`src/rtl/mcpu_pkg.sv`:
```
// mcpu_pkg: shared MCPU word/address defaults and boot loader state encoding
package mcpu_pkg;
  localparam int WORD_SIZE_DEF = 16;
  localparam int ADDR_SIZE_DEF = 8;
  localparam logic [2:0] ST_CLEAR = 3'd0;
  localparam logic [2:0] ST_LOAD  = 3'd1;
  localparam logic [2:0] ST_HOLD  = 3'd2;
  localparam logic [2:0] ST_RUN   = 3'd3;
  localparam logic [2:0] ST_ERR   = 3'd4;
endpackage

```
`src/rtl/mcpu_boot_loader.sv`:
```
// mcpu_boot_loader: clears program RAM, loads a valid/ready word stream into it, then releases the MCPU from reset
module mcpu_boot_loader
  import mcpu_pkg::*;
#(
  parameter int WORD_SIZE      = WORD_SIZE_DEF,
  parameter int ADDR_SIZE      = ADDR_SIZE_DEF,
  parameter int DEPTH          = 256,
  parameter int CLEAR_EN       = 1,
  parameter int CPU_RESET_HOLD = 2
) (
  input  logic                 clk,
  input  logic                 reset,
  input  logic                 reload,
  input  logic                 in_valid,
  output logic                 in_ready,
  input  logic [WORD_SIZE-1:0] in_word,
  input  logic                 in_last,
  output logic                 mem_we,
  output logic [ADDR_SIZE-1:0] mem_addr,
  output logic [WORD_SIZE-1:0] mem_wdata,
  output logic                 cpu_reset,
  output logic                 done,
  output logic                 error,
  output logic [ADDR_SIZE:0]   word_count
);
  localparam logic [ADDR_SIZE-1:0] LAST  = ADDR_SIZE'(DEPTH - 1);
  localparam logic [2:0]           START = (CLEAR_EN != 0) ? ST_CLEAR : ST_LOAD;
  localparam int                   HW    = $clog2(CPU_RESET_HOLD + 1) + 1;
  localparam logic [HW-1:0]        HOLD_N = HW'(CPU_RESET_HOLD);
  logic [2:0]           state_q, state_d;
  logic [ADDR_SIZE-1:0] ptr_q, ptr_d;
  logic [HW-1:0]        hold_q, hold_d;
  logic                 mem_we_q, mem_we_d;
  logic [ADDR_SIZE-1:0] mem_addr_q, mem_addr_d;
  logic [WORD_SIZE-1:0] mem_wdata_q, mem_wdata_d;
  logic                 cpu_reset_q, cpu_reset_d;
  logic                 done_q, done_d;
  logic                 error_q, error_d;
  logic [ADDR_SIZE:0]   word_count_q, word_count_d;
  logic                 accept;
  // reload masks in_ready so a word offered alongside reload is never consumed
  assign in_ready   = (state_q == ST_LOAD) & ~reload;
  assign accept     = in_valid & in_ready;
  assign mem_we     = mem_we_q;
  assign mem_addr   = mem_addr_q;
  assign mem_wdata  = mem_wdata_q;
  assign cpu_reset  = cpu_reset_q;
  assign done       = done_q;
  assign error      = error_q;
  assign word_count = word_count_q;
  always_comb begin
    state_d      = state_q;
    ptr_d        = ptr_q;
    hold_d       = hold_q;
    mem_we_d     = 1'b0;
    mem_addr_d   = mem_addr_q;
    mem_wdata_d  = mem_wdata_q;
    cpu_reset_d  = cpu_reset_q;
    done_d       = done_q;
    error_d      = error_q;
    word_count_d = word_count_q;
    if (reload) begin
      state_d      = START;
      ptr_d        = '0;
      hold_d       = '0;
      cpu_reset_d  = 1'b1;
      done_d       = 1'b0;
      error_d      = 1'b0;
      word_count_d = '0;
    end else if (state_q == ST_CLEAR) begin
      mem_we_d    = 1'b1;
      mem_addr_d  = ptr_q;
      mem_wdata_d = '0;
      ptr_d       = (ptr_q == LAST) ? '0 : ptr_q + 1'b1;
      state_d     = (ptr_q == LAST) ? ST_LOAD : ST_CLEAR;
    end else if (accept) begin
      mem_we_d     = 1'b1;
      mem_addr_d   = ptr_q;
      mem_wdata_d  = in_word;
      word_count_d = word_count_q + 1'b1;
      // ptr saturates at the last word; ERR or HOLD follows so it is never reused
      ptr_d        = (ptr_q == LAST) ? ptr_q : ptr_q + 1'b1;
      hold_d       = '0;
      state_d      = in_last ? ST_HOLD : (ptr_q == LAST) ? ST_ERR : ST_LOAD;
      error_d      = ~in_last & (ptr_q == LAST);
    end else if (state_q == ST_HOLD) begin
      hold_d = (hold_q == HOLD_N) ? hold_q : hold_q + 1'b1;
      if (hold_q == HOLD_N) begin
        state_d     = ST_RUN;
        cpu_reset_d = 1'b0;
        done_d      = 1'b1;
      end
    end
  end
  always_ff @(posedge clk or posedge reset) begin
    if (reset) begin
      state_q      <= START;
      ptr_q        <= '0;
      hold_q       <= '0;
      mem_we_q     <= 1'b0;
      mem_addr_q   <= '0;
      mem_wdata_q  <= '0;
      cpu_reset_q  <= 1'b1;
      done_q       <= 1'b0;
      error_q      <= 1'b0;
      word_count_q <= '0;
    end else begin
      state_q      <= state_d;
      ptr_q        <= ptr_d;
      hold_q       <= hold_d;
      mem_we_q     <= mem_we_d;
      mem_addr_q   <= mem_addr_d;
      mem_wdata_q  <= mem_wdata_d;
      cpu_reset_q  <= cpu_reset_d;
      done_q       <= done_d;
      error_q      <= error_d;
      word_count_q <= word_count_d;
    end
  end
endmodule
```
`config.mk`:
```
export PLATFORM = sky130hd
export DESIGN_NAME = mcpu_boot_loader
export DESIGN_NICKNAME = d
export VERILOG_FILES = /design/src/rtl/mcpu_pkg.sv /design/src/rtl/mcpu_boot_loader.sv
export SDC_FILE = /design/constraint.sdc
export NUM_CORES = 1
export LEC_CHECK = 0
export CAP_MARGIN = 20
export CORE_MARGIN = 2
export CORE_UTILIZATION = 40
export DETAILED_ROUTE_END_ITERATION = 8
export GPL_TIMING_DRIVEN = 0
export PLACE_DENSITY = 0.67
export SLEW_MARGIN = 25
export SYNTH_ARGS = -nofsm -noshare
export SYNTH_HDL_FRONTEND = slang
export SYNTH_SLANG_ARGS = --single-unit
```
`constraint.sdc`:
```
create_clock -name clk -period 2.4 [get_ports clk]
set_input_delay 0.24 -clock clk [delete_from_list [all_inputs] [get_ports clk]]
set_output_delay 0.24 -clock clk [all_outputs]
set_load 0.01 [all_outputs]
```
## Yosys cells after proc, flatten, opt, wreduce, memory -nomap -nowiden

Index checks and enable logic that the tools add are counted.

| storage, ports and cells | value |
|---|---|
| bits of input ports | 21 |
| logic and storage cells | 82 |
| register bits | 51 |

| operators by class | value |
|---|---|
| equal/unequal tests | 8 |
| bitwise gates (word level) | 5 |
| add/sub/neg operators | 3 |
| reduce and logical (&&, ||, !) cells | 15 |
| multiplexer cells | 41 |

Operators with widths:

| operator | count |
|---|---|
| 2-to-1 mux 8 bit | 7 |
| 2-to-1 mux 3 bit | 12 |
| 2-to-1 mux 16 bit | 2 |
| 2-to-1 mux 9 bit | 3 |
| 2-to-1 mux 1 bit | 17 |
| adder 9 x 1 -> 9 bit, second input constant | 1 |
| adder 8 x 1 -> 8 bit, second input constant | 1 |
| equality test 8 bit, second input constant | 1 |
| AND reduction 2 bit | 4 |
| nonzero test 2 bit | 4 |
| nonzero test 4 bit | 2 |
| equality test 3 x 2 -> 1 bit, second input constant | 2 |
| != test 3 bit, second input constant | 2 |
| nonzero test 3 bit | 2 |
| != test 2 bit, second input constant | 2 |
| AND reduction 4 bit | 1 |
| adder 3 x 1 -> 3 bit, second input constant | 1 |
| bitwise AND 1 bit | 3 |
| equality test 3 x 1 -> 1 bit, second input constant | 1 |
| zero test 3 bit | 1 |
| AND reduction 3 bit | 1 |
| inverter 1 bit | 2 |

## Logic depth before layout (Yosys ltp)

Gate-level depths: netlist of run 1.

| depth | value |
|---|---|
| depth after elaboration | 6 |
| depth in mapped cells | 7 |

## Worst setup path before layout of run 1

Ideal clock, no wire load.

| timing path | value |
|---|---|
| kind | reg2reg |
| start | reg ptr_q[0] |
| end | reg error_q, in the netlist error |
| required time | 2.326 ns |
| path slack | 0.730 ns |
| cell stages (with the launch flop) | 6 |
| arrival | 1.595 ns |
| buffers on the path | 0 |
| path through | dfrtp_1 -> ha_1 -> and4_4 -> nand2_2 -> or4_4 -> a21oi_2 |

| between the ends | value |
|---|---|
| longest elaborated chain between the ends | 5 |

Ends and longest elaborated chain:

| element | line | RTL |
|---|---|---|
| start, declared | mcpu_boot_loader.sv:31 | `logic [ADDR_SIZE-1:0] ptr_q, ptr_d;` |
| start signal, assigned | mcpu_boot_loader.sv:109 | `ptr_q <= ptr_d;` |
| equality test 8 bit | mcpu_boot_loader.sv:85 | `error_d = ~in_last & (ptr_q == LAST);` |
| bitwise AND 1 bit | mcpu_boot_loader.sv:85 |  |
| 2-to-1 mux 1 bit | mcpu_boot_loader.sv:76 | `end else if (accept) begin` |
| 2-to-1 mux 1 bit | mcpu_boot_loader.sv:70 | `end else if (state_q == ST_CLEAR) begin` |
| 2-to-1 mux 1 bit | mcpu_boot_loader.sv:62 | `if (reload) begin` |
| end signal, assigned | mcpu_boot_loader.sv:116 | `error_q <= error_d;` |
| end, declared | mcpu_boot_loader.sv:38 | `logic error_q, error_d;` |

No other way between the ends. The select of a mux whose other input is x is not followed.
A chain may end at the register's enable or synchronous reset.

## Final worst setup path of run 1

| timing path | value |
|---|---|
| start | reg state_q[1] |
| end | out in_ready |

| between the ends | value |
|---|---|
| longest elaborated chain between the ends | 2 |

Ends and longest elaborated chain:

| element | line | RTL |
|---|---|---|
| start, declared | mcpu_boot_loader.sv:30 | `logic [2:0] state_q, state_d;` |
| start signal, assigned | mcpu_boot_loader.sv:108 | `state_q <= state_d;` |
| equality test 3 x 1 -> 1 bit | mcpu_boot_loader.sv:42 | `assign in_ready = (state_q == ST_LOAD) & ~reload;` |
| bitwise AND 1 bit | mcpu_boot_loader.sv:42 |  |
| end, declared | mcpu_boot_loader.sv:15 | `output logic in_ready,` |

No other way between the ends.

==> results.md, run 1 <==
- Run status: complete, no violations
- Antenna viol nets, final: 0
- Crit-path max FO: 7
- DRC: 0
- Buffers & Inverters on Critical Path: 1
- Primary FF master, synth: dfrtp_1
- Final nets: 317
- Routability cong.: 0.824
- Initial core utilization: 0.420
- Average routed wire per standard cell: 14.2 um
- FFs w/ async S/R, synth: 1.00
- Hold WC Path Type: input port to async pin
- Clock-pin slew on the worst setup and hold paths: 90 ps
- Post-synthesis sequential area ratio: 0.545
- Static leakage: 1.36 nW
- Reg2Reg Depth: 5
- RR Startpoint: ptr_q[0]
- Slew @ Worst Pin: 619 ps
- Switching Share: 0.239
- Syn_nets: 253
- Num CTS Buffers: 5
- Setup crit end kind: output pin
- GRT overflow: 0
- I/O pin total: 59
- R2R setup slack: 580 ps
- Leading post-synthesis cells by cell area: dfrtp_1 53%, nand2_1 6.4%, a22o_1 6.0%, xor2_1 2.6%, ha_1 2.1%
- Cell Pwr Density: 494 nW/um2
- WP data required: 2160 ps
- Final Skew: 7.38 ps
- Mapped cell area: 2340 um2
- Total stage count of the critical path: 3
- Setup violations, final: 0
- Die area: 6480 um2
- Fmax: 0.463 GHz
- WL final: 5.18 mm
- CP top delay family: buffers and inverters
- Initial antenna violation count: 0
- Critical-path cell list: or2_2 > nor3_1 > clkdlybuf4s50_1
- Worst relative slew slack: 0.588
- Drt pass-1 iters: 4
- H-tree Lvls: 2
- Sequential Power Share: 0.586
- Via density: 5.28
- Area grow syn2layout: 31.8%
- Number of flops mapped to enable cells by yosys: 0
- CTS Hold Bufs: 0
- Die Y: 80.5 um
- Origin of the worst setup path: state_q[1]
- Resize count post-CTS: 0
- Vias in the first global route: 1869
- Netlist cell types: 51
- Die W: 80.5 um
- RSZ-0062 raised after global routing: no
- Post CTS Setup Buffer Count: 0
- Deepest clock path buffer count: 2
- Worst path arrival time: 1920 ps
- CP max stage cell: clkdlybuf4s50_1
- Detail Placement HPWL: 3.63 mm
- Slowest stage delay, CP: 600 ps
- Clk Latency, worst-skew pair: 300 ps
- Hold Vio Cnt, Final: 0
- Clock network fraction of total power: 0.308
- Max-Cap Viols: 0
- Post-Place Cells: 357
- Initial DRC count: 67
- Internal power: 1.16 mW
- Row cnt: 27
- Synth Register Bits: 51
- First-pass GRT wire length: 8.51 mm
- Fin crit period: 2160 ps
- Max Transition Viols Final: 0
- Critical Path End: in_ready
- Yosys top cell by area: dfrtp_1
- Layout cell share with drive strength beyond 1: 0.0819
- Worst R2R End: state_q[2]
- CORE AREA: 5570 um2
- Gr usage total: 0.172
- TritonCTS Sinks: 51
- Routed vias: 1929
- Final cell count without fillers: 365
- N_diodes: 0
- CTS tree: yes
- Root Buffer: clkbuf_8
- Power share of the combinational group: 0.105
- Yosys top cell area share: 0.534
- Sw power: 364 uW
- Gate Count Post-Synth: 228
- Largest net degree at the start of global routing: 52
- VDD IR max: 0.272 mV
- YS warnings: 0
- Port Buffer Count: 57
- Critical Path Start Type: flip-flop
- Period Utilization, post-route: 0.901
- Design Power: 1.52 mW
- Worst setup path category: flip-flop to output pin
- Mean Syn Cell Area: 10.3 um2
## cells in the final DEF (no fill, tap or decap), types with 5 or more instances in the layout
cell type        count
nand3_1             10
a22o_1              16
clkbuf_8             5
xor2_1               7
dfrtp_1             50
buf_2                6
a21oi_1              5
nor2_1              13
inv_1                5
clkbuf_1             5
nand2_1             40
o21ai_0              5
clkdlybuf4s50_1     57
## cells in the mapped netlist, drive strengths merged, types with 3 or more instances
| library cell | instances |
|---|---|
| nand3 | 10 |
| nor3 | 4 |
| a31oi | 4 |
| a22o | 16 |
| dfrtp | 50 |
| o21ai | 6 |
| and2 | 4 |
| inv | 6 |
| ha | 4 |
| nand2b | 3 |
| a21oi | 7 |
| buf | 9 |
| nand2 | 42 |
| clkbuf | 3 |
| xor2 | 7 |
| nor2 | 13 |
| nand4 | 4 |
| o211ai | 4 |
## per-stage QoR
stage	hold WS (ps)	cell area [um2]	setup WS, ps	TNS (ps)	utilization
2_1_floorplan	373	2340	730	0	-
3_3_place_gp	450	3000	-10.4	-422	0.539
3_5_place_dp	465	3010	427	0	0.539
4_1_cts	389	3090	248	0	0.554
5_1_grt	440	3090	149	0	0.554
6_report	354	3090	238	0	0.554
## cell type report
cell class              count  area (um2)
plain buffers              12        63.8
repair buffers             57         571
fillers                   538        2490
clock inverters             1        5.00
flip-flops and latches     51        1280
multi-input cells         158         975
clock buffers               7        76.3
well taps                  72        90.1
inverters                   7        28.8
## worst min path at each step
stage                     cells after the start            end  slack, ps
after global routing                          2  mem_wdata[14]        440
after detailed placement                      2    mem_addr[5]        470
final                                         2  mem_wdata[14]        350
after CTS                                     2  mem_wdata[14]        390
after floorplan                               1   mem_wdata[0]        370
after global placement                        2      cpu_reset        450
## per-layer routing
layer	wire [um]	GRT usage	part of all wire
met4	65	0.0610	0.013
met3	385	0.0629	0.074
met1	2400	0.221	0.46
met2	2340	0.268	0.45
met5	0	0	0
## kinds of logic (layout without fill, tap and decap cells)
| kind of cell | Yosys count | count (layout) | synth area share |
|---|---|---|---|
| AOI/OAI and AO/OA | 50 | 50 | 0.160 |
| adders and majority gates | 4 | 4 | 0.0214 |
| and+or+nand+nor | 95 | 95 | 0.200 |
| muxes | 1 | 1 | 0.00427 |
| xor gates and xnor gates | 8 | 8 | 0.0299 |
| DFF | 51 | 51 | 0.545 |
| buffers and inverters | 19 | 84 | 0.0385 |
## registers in the layout, indices dropped and copies added, names as in the netlist
register and cells:
mem_wdata 16, word_count 9, mem_addr 8, ptr_q 8
hold_q 3, state_q 3, cpu_reset 1, done 1
error 1, mem_we 1
## power groups by stage
| stage | clock network [mW] | logic, mW | registers, mW |
|---|---|---|---|
| 5_1_grt | 0.530 | 0.179 | 0.897 |
| 4_1_cts | 0.490 | 0.164 | 0.895 |
| 2_1_floorplan | 0 | 0.0743 | 0.917 |
| 3_5_place_dp | 0 | 0.164 | 0.912 |
| 6_report | 0.470 | 0.160 | 0.894 |
| 3_3_place_gp | 0 | 0.161 | 0.911 |
Power figures use the tool's default switching activity.
==> run 2, diff against run 1 <==
clock period = 2.8 ns   (was 2.4 ns; I/O delays follow)
==> results of run 2 <==
The final DEF is identical to that of run 1. Status: complete, no violations.
Among the figures that moved: setup slack after placement 427 ps -> 787 ps; setup slack after layout 238 ps -> 598 ps; hold slack 354 ps -> 394 ps; register-to-register setup slack 580 ps -> 980 ps; total power 1.52 mW -> 1.31 mW; worst IR drop on VDD 0.272 mV -> 0.233 mV
